<file path="config.mk">
export PLATFORM = sky130hd
export DESIGN_NAME = reg_file
export DESIGN_NICKNAME = d
export VERILOG_FILES = /design/src/rtl/reg_file_pkg.sv /design/src/rtl/reg_file_bypass.sv /design/src/rtl/reg_file.sv
export SDC_FILE = /design/constraint.sdc
export NUM_CORES = 2
export LEC_CHECK = 0
export CAP_MARGIN = 25
export CORE_MARGIN = 3
export CORE_UTILIZATION = 53
export CTS_CLUSTER_DIAMETER = 40
export DETAILED_ROUTE_END_ITERATION = 10
export GPL_TIMING_DRIVEN = 0
export PLACE_DENSITY = 0.7
export SETUP_SLACK_MARGIN = 0.1
export SYNTH_ARGS = -nofsm -noshare
export SYNTH_HDL_FRONTEND = slang
export SYNTH_SLANG_ARGS = --single-unit
</file>
<file path="constraint.sdc">
create_clock -name clk -period 4.5 [get_ports clk]
set_input_delay 1.125 -clock clk [delete_from_list [all_inputs] [get_ports clk]]
set_output_delay 1.125 -clock clk [all_outputs]
set_load 0.02 [all_outputs]
</file>
<file path="src/rtl/reg_file_pkg.sv">
// Shared register-file definitions: word size, register-number width and
// the architecturally special register numbers.
package reg_file_pkg;
    localparam int WORD_SIZE = 32;
    localparam int REG_NUM_W = 5;

    typedef logic [REG_NUM_W-1:0] reg_num_t;

    localparam reg_num_t REG_ZERO = 5'd0;
    // Link register; the write-back select stage also picks this for jal.
    localparam reg_num_t REG_RA   = 5'd31;
endpackage

</file>
<file path="src/rtl/reg_file_bypass.sv">
// One read port: selects the in-flight write-back value over stored state
// when the destination matches, except while reset is asserted.
module reg_file_bypass #(
    parameter int DATA_W = 32,
    parameter int ADDR_W = 5
) (
    input  logic              rst,
    input  logic [ADDR_W-1:0] read_num,
    input  logic [DATA_W-1:0] stored_data,
    input  logic              reg_write,
    input  logic [ADDR_W-1:0] write_num,
    input  logic [DATA_W-1:0] write_data,
    output logic [DATA_W-1:0] read_data
);
    logic hit;

    assign hit       = !rst && reg_write && (write_num != '0) && (write_num == read_num);
    assign read_data = hit ? write_data : stored_data;
endmodule

</file>
<file path="src/rtl/reg_file.sv">
// 32-entry MIPS GPR file: two bypassed combinational read ports, one write
// port, committed-write counter. Define REG_FILE_DEBUG_EN for the debug port.
module reg_file
    import reg_file_pkg::*;
#(
    parameter int DATA_W = WORD_SIZE,
    parameter int ADDR_W = REG_NUM_W,
    parameter int CNT_W  = 32
) (
    input  logic              clk,
    input  logic              rst,
    input  logic              reg_write,
    input  logic [ADDR_W-1:0] write_num,
    input  logic [DATA_W-1:0] write_data,
    input  logic [ADDR_W-1:0] rs_num,
    input  logic [ADDR_W-1:0] rt_num,
    output logic [DATA_W-1:0] rs_data,
    output logic [DATA_W-1:0] rt_data,
`ifdef REG_FILE_DEBUG_EN
    input  logic [ADDR_W-1:0] dbg_num,
    output logic [DATA_W-1:0] dbg_data,
    output logic [ADDR_W-1:0] last_write,
`endif
    output logic [CNT_W-1:0]  wr_count
);
    localparam int DEPTH = 2 ** ADDR_W;
    localparam int PORTS = 2;

    logic [DEPTH-1:0][DATA_W-1:0]  mem;
    logic [PORTS-1:0][ADDR_W-1:0]  rd_num;
    logic [PORTS-1:0][DATA_W-1:0]  rd_stored;
    logic [PORTS-1:0][DATA_W-1:0]  rd_data;
    logic                          commit;

    assign commit = reg_write && (write_num != '0);

    always_ff @(posedge clk) begin
        if (rst) begin
            mem      <= '0;
            wr_count <= '0;
`ifdef REG_FILE_DEBUG_EN
            last_write <= '0;
`endif
        end else if (commit) begin
            mem[write_num] <= write_data;
            wr_count       <= wr_count + CNT_W'(1);
`ifdef REG_FILE_DEBUG_EN
            last_write     <= write_num;
`endif
        end
    end

    assign rd_num = {rt_num, rs_num};

    genvar p;
    generate
        for (p = 0; p < PORTS; p++) begin : g_port
            // $0 reads as zero even before the first reset clears storage.
            assign rd_stored[p] = (rd_num[p] == '0) ? '0 : mem[rd_num[p]];

            reg_file_bypass #(.DATA_W(DATA_W), .ADDR_W(ADDR_W)) u_byp (
                .rst        (rst),
                .read_num   (rd_num[p]),
                .stored_data(rd_stored[p]),
                .reg_write  (reg_write),
                .write_num  (write_num),
                .write_data (write_data),
                .read_data  (rd_data[p])
            );
        end
    endgenerate

    assign rs_data = rd_data[0];
    assign rt_data = rd_data[1];

`ifdef REG_FILE_DEBUG_EN
    assign dbg_data = (dbg_num == '0) ? '0 : mem[dbg_num];
`endif
endmodule

</file>
* Yosys cells after proc, flatten, opt, wreduce, memory -nomap -nowiden
Index checks and enable logic that the tools add are counted.
** Word-level totals
- Flip-flop bits (word level) :: 1056
- Bits of input ports :: 50
- Output and inout port bits :: 96
- Logic and storage cells :: 61
** Cells by class
- Add/subtract/negate cells :: 1
- Magnitude comparators :: 4
- Eq/ne operators :: 2
- Mux-type cells :: 11
- Reductions and logical operators :: 10
** Operators with widths (count)
- 1024-bit bitwise mux :: 1
- 32-bit binary-select mux with 5-bit select :: 2
- 32-bit 2-to-1 mux :: 7
- 32-bit demux with 5-bit select :: 1
- 32-bit by 1-bit adder with 32-bit output, second input constant :: 1
- 5-bit by 6-bit less-than comparator with 1-bit output, second input constant :: 3
- 5-bit == test :: 2
- 5-bit zero test :: 2
- 1-bit logical AND :: 6
- 5-bit by 1-bit greater-or-equal comparator with 1-bit output, second input constant :: 1
- 5-bit nonzero test :: 1
- 1-bit zero test :: 1

* Logic depth before layout (Yosys ltp)
- Depth after elaboration :: 5
- Gate-level depth with buffers :: 9
- Depth with buffers taken out :: 5

* Cells and area by module
A second synthesis with hierarchy kept.
** Unflattened totals
- Cell total of the unflattened synthesis :: 6306
- Area, all modules :: 54788.8 um^2
** Modules (own cells, without submodules)
- reg_file :: instances 1, cells an instance 6216, area an instance 53590.1 um^2, sequential area each 21140.3 um^2
- reg_file_bypass :: instances 2, cells an instance 45, area an instance 599.3 um^2, sequential area each 0.0 um^2

* Worst setup path before layout
No wires, ideal clock.
- Path kind :: input to output
- Start :: input rs_num[0]
- End :: output rs_data[17]
- Arrival :: 2886 ps
- Required time :: 3375 ps
- Setup slack :: 489 ps
- Cell stages on the path :: 7
- Path buffers :: 4
- Path through :: clkbuf_1 buf_2 buf_4 buf_4 mux4_2 o22a_1 a32o_1
** On the way
- Longest elaborated chain between the ends :: 4
- Elaborated cells between the ends (all ways) :: 7
- Those cells by class :: eq/ne (1); mux (4); reduce/logical (2)
** RTL lines
- start, declared :: line reg_file.sv:15 : input logic [ADDR_W-1:0] rs_num,
- 32-bit binary-select mux with 5-bit select :: line reg_file.sv:59 : assign rd_stored[p] = (rd_num[p] == '0) ? '0 : mem[rd_num[p]];
- 32-bit 2-to-1 mux (not written as such) :: line reg_file.sv:59
- 32-bit 2-to-1 mux :: line reg_file.sv:59
- 32-bit 2-to-1 mux * :: line reg_file_bypass.sv:18 : assign read_data = hit ? write_data : stored_data;
- end, declared :: line reg_file.sv:17 : output logic [DATA_W-1:0] rs_data,
Every way passes the cells marked *; elsewhere a longest branch is shown, timed or not. The select of a mux whose other input is x is not followed.

* Final worst setup path
- Start :: input rt_num[4]
- End :: output rt_data[21]
** On the way
- Longest elaborated chain between the ends :: 4
- Elaborated cells between the ends (all ways) :: 7
- Those cells by class :: eq/ne (1); mux (4); reduce/logical (2)
** RTL lines
- start, declared :: line reg_file.sv:16 : input logic [ADDR_W-1:0] rt_num,
- 32-bit binary-select mux with 5-bit select :: line reg_file.sv:59
- 32-bit 2-to-1 mux (not written as such) :: line reg_file.sv:59
- 32-bit 2-to-1 mux :: line reg_file.sv:59
- 32-bit 2-to-1 mux * :: line reg_file_bypass.sv:18
- end, declared :: line reg_file.sv:18 : output logic [DATA_W-1:0] rt_data,
Marked as above.

==> flow_summary.toml <==
[outcome]
outcome = "finished, violations left"
violations = "negative setup slack"

[die]
die_h_um = 319
rows = 114
fp.dieW_um = 319
die-area_sq_um = 102000
initial_core_util_pct = 53.7
coreArea_sq_um = 97000
num_io_pins = 146

[power]
power.density_nw_per_um2 = 400
power_mw = 26.1
p_leak_nw = 21.5
vdd_ir_drop_max_uv = 373

[timing]
fin_skew_ns = 0.0235
worst_pin_slew_ns = 1.20
rsz0062_at_grt = "yes"
tns_ns = -0.0142
slew_viol_final = 0
maxSlewHeadroom_pct = 20.1
setup_slack_ns = -0.0128
min_period_ns = 4.51
period_share_pct = 100
timing_hold_violations_final = 0
fmax_mhz = 222
holdWs_ns = 0.464
setup_viol = 2

[setup_path]
endpoint_kind = "output pin"
rrSetupSlack_ns = 2.29
cp_max_fo = 10
r2r-start = "wr_count[3]"
cp_data_required_time_ns = 3.38
path_class = "input port to output pin"
r2r-end = "wr_count[24]"
crit_arrival_ns = 3.39
reg2reg_depth = 6
critPathLaunchType = "input port"

[synthesis]
yosys.cell_types.count = 50
syn_nets = 5945
synth_warnings = 0
synth-xor-area-share_pct = 0.387
yosys.area.top_type = "dfxtp_1"
synth_area_sq_um = 52100
ys_seq_area_share_pct = 40.6
async_flop_share_pct = 0
synth-seq-cells = 1056
synthMuxAreaShare_pct = 22.3
synth_top_family_by_area = "multiplexers"
synth-edff-count = 0
synth.area.top_cells = "dfxtp_1, mux4_2, nand2_1"
synth_top_area_share_pct = 40.6
synth_fa_ha_area_share_pct = 0.0240
ys.flop_type = "dfxtp_1"
synth_area_per_cell_sq_um = 8.83
synthCells = 5894
synth_compound_area_share_pct = 14.2
synthSimpleGateAreaFrac_pct = 17.6

[grt]
grt_overflow = 0
grt_max_degree = 17
grt_first_pass_wirelength_um = 361000
grt_pass1_vias = 49217
track_usage_pct = 50.1
antenna_found_initial = 12

[cells_and_area]
area_delta_synth_final_pct = 25.2
multi_input_area_sq_um = 30500
final-seq-area_sq_um = 21100
stdcell_count = 7649
drive_gt1_share_pct = 21.8
num-nets-final = 6286
fillCellCount = 7835

[route]
vias = 52568
drt-total-wl_um = 262000
antenna_left = 0
wire_per_inst_um = 34.2
via_per_inst = 6.87
dr.pass1.iters = 9
post-route-drc-count = 0
drt-initial-drc-count = 8560

[cts]
clkTransAtPathRegs_ns = 0.06
clock_latency_ns = 0.79
htreeDepth = 4
cts_max_path_buffers = 3
cts_tree = "yes"
cts_hold_buf = 0
cts_sinks = 1056
root_buffer = "clkbuf_16"
cts_buffers = 162

[min_path]
hold_end = "mem[948]"
hold_path_class = "register to register"
worstHoldPathCells = 2
min-delay-start = "mem[948]"

[placed_design]
hpwl_um = 193000
port_buffers = 103
globalplace.congestion = 1.04
dp_cells = 7295

[run]
max_cap_viol_count = 0
worst max-delay path by stage:
stage | to | cells after the start | start | slack, ns
6_report | rt_data[21] | 9 | rt_num[4] | -0.01
5_1_grt | rt_data[13] | 8 | rt_num[0] | 0.01
4_1_cts | rt_data[13] | 8 | rt_num[0] | 0.06
3_5_place_dp | rs_data[17] | 9 | rs_num[3] | -2.51
3_3_place_gp | rs_data[15] | 9 | rs_num[1] | -2.62
2_1_floorplan | rs_data[17] | 7 | rs_num[0] | 0.49
cell usage after synthesis, drive strengths merged, types with 16 or more instances:
library cell and number:
a21oi 1011, mux4 509, clkbuf 498, nand3 21, nor2 56, nor3 18, nand2 2052, nor4 57
o22ai 240, nor2b 39, a22o 57, dfxtp 1056, or3 16, buf 127, xnor2 19
per-stage QoR:
stage	instance area (sq um)	utilization (%)	setup WS, ns
global route	65200	67.2	0.0116
finish	65200	67.2	-0.0128
detailed placement	55000	56.7	-2.51
floorplan	52100	-	0.489
CTS	64800	66.8	0.0560
global placement	54700	56.4	-2.62
critical path: stages:
cell	delay, ns
clkdlybuf4s15_2	0.29
clkbuf_8	0.20
buf_12	0.15
nand3_4	0.27
clkbuf_16	0.32
o22ai_4	0.35
nor4_4	0.09
a22o_1	0.21
dlygate4sd2_1	0.32
power by group:
group | switching [mW] | internal (mW)
clock network | 5.06 | 8.57
registers | 0.0579 | 9.42
logic | 2.01 | 0.933
repair_timing:
item | 4_1_cts | 5_1_grt
pin swaps | 38 | 27
gates resized for setup | 995 | 132
cloned | 7 | 3
endpoints found under the setup margin | 64 | 61
setup buffers | 29 | 14
final cells by class:
type / count / area share (%)
antenna: 6 / 0.0230
buffer: 622 / 6.46
clock buffer: 200 / 6.93
clock inverter: 96 / 2.01
inverter: 7 / 0.0403
multi-input combinational: 4206 / 46.9
sequential: 1056 / 32.4
tap: 1276 / 2.45
timing repair buffer: 180 / 2.80
placed cells by master (no fill, tap or decap), types with 32 or more instances in the layout:
cell | synthesis | routed
o22ai_1 | 240 | 76
buf_4 | 2 | 52
nor4_1 | 56 | 40
dfxtp_1 | 1056 | 1056
mux4_2 | 509 | 509
clkbuf_8 | 0 | 47
a21oi_1 | 1011 | 1011
clkbuf_2 | 26 | 60
nand2_1 | 2052 | 2039
clkdlybuf4s50_1 | 0 | 32
nor2b_1 | 39 | 35
o22ai_2 | 0 | 71
buf_6 | 1 | 42
nor2_1 | 56 | 54
buf_12 | 0 | 44
buf_8 | 0 | 38
clkbuf_16 | 0 | 177
clkbuf_1 | 472 | 423
o22ai_4 | 0 | 93
a22o_1 | 57 | 40
cells by family (layout without fill, tap and decap cells):
family          count (synthesis)  in the layout
mux                           524            524
compound gates               1351           1351
simple gates                 2307           2307
other cells                     0              6
buf+inv                       632           1105
flops                        1056           1056
fa+ha+maj                       1              1
xor+xnor                       23             23
metal layers:
layer / wire, um / track usage [%]
met1: 88800 / 60.7
met2: 107000 / 71.2
met3: 42500 / 21.9
met4: 23100 / 35.6
met5: 38 / 0
state kept, by name, summed over array words and instances (netlist names):
name	cells
wr_count	32
mem	1024
(Power assumes the default switching activity.)
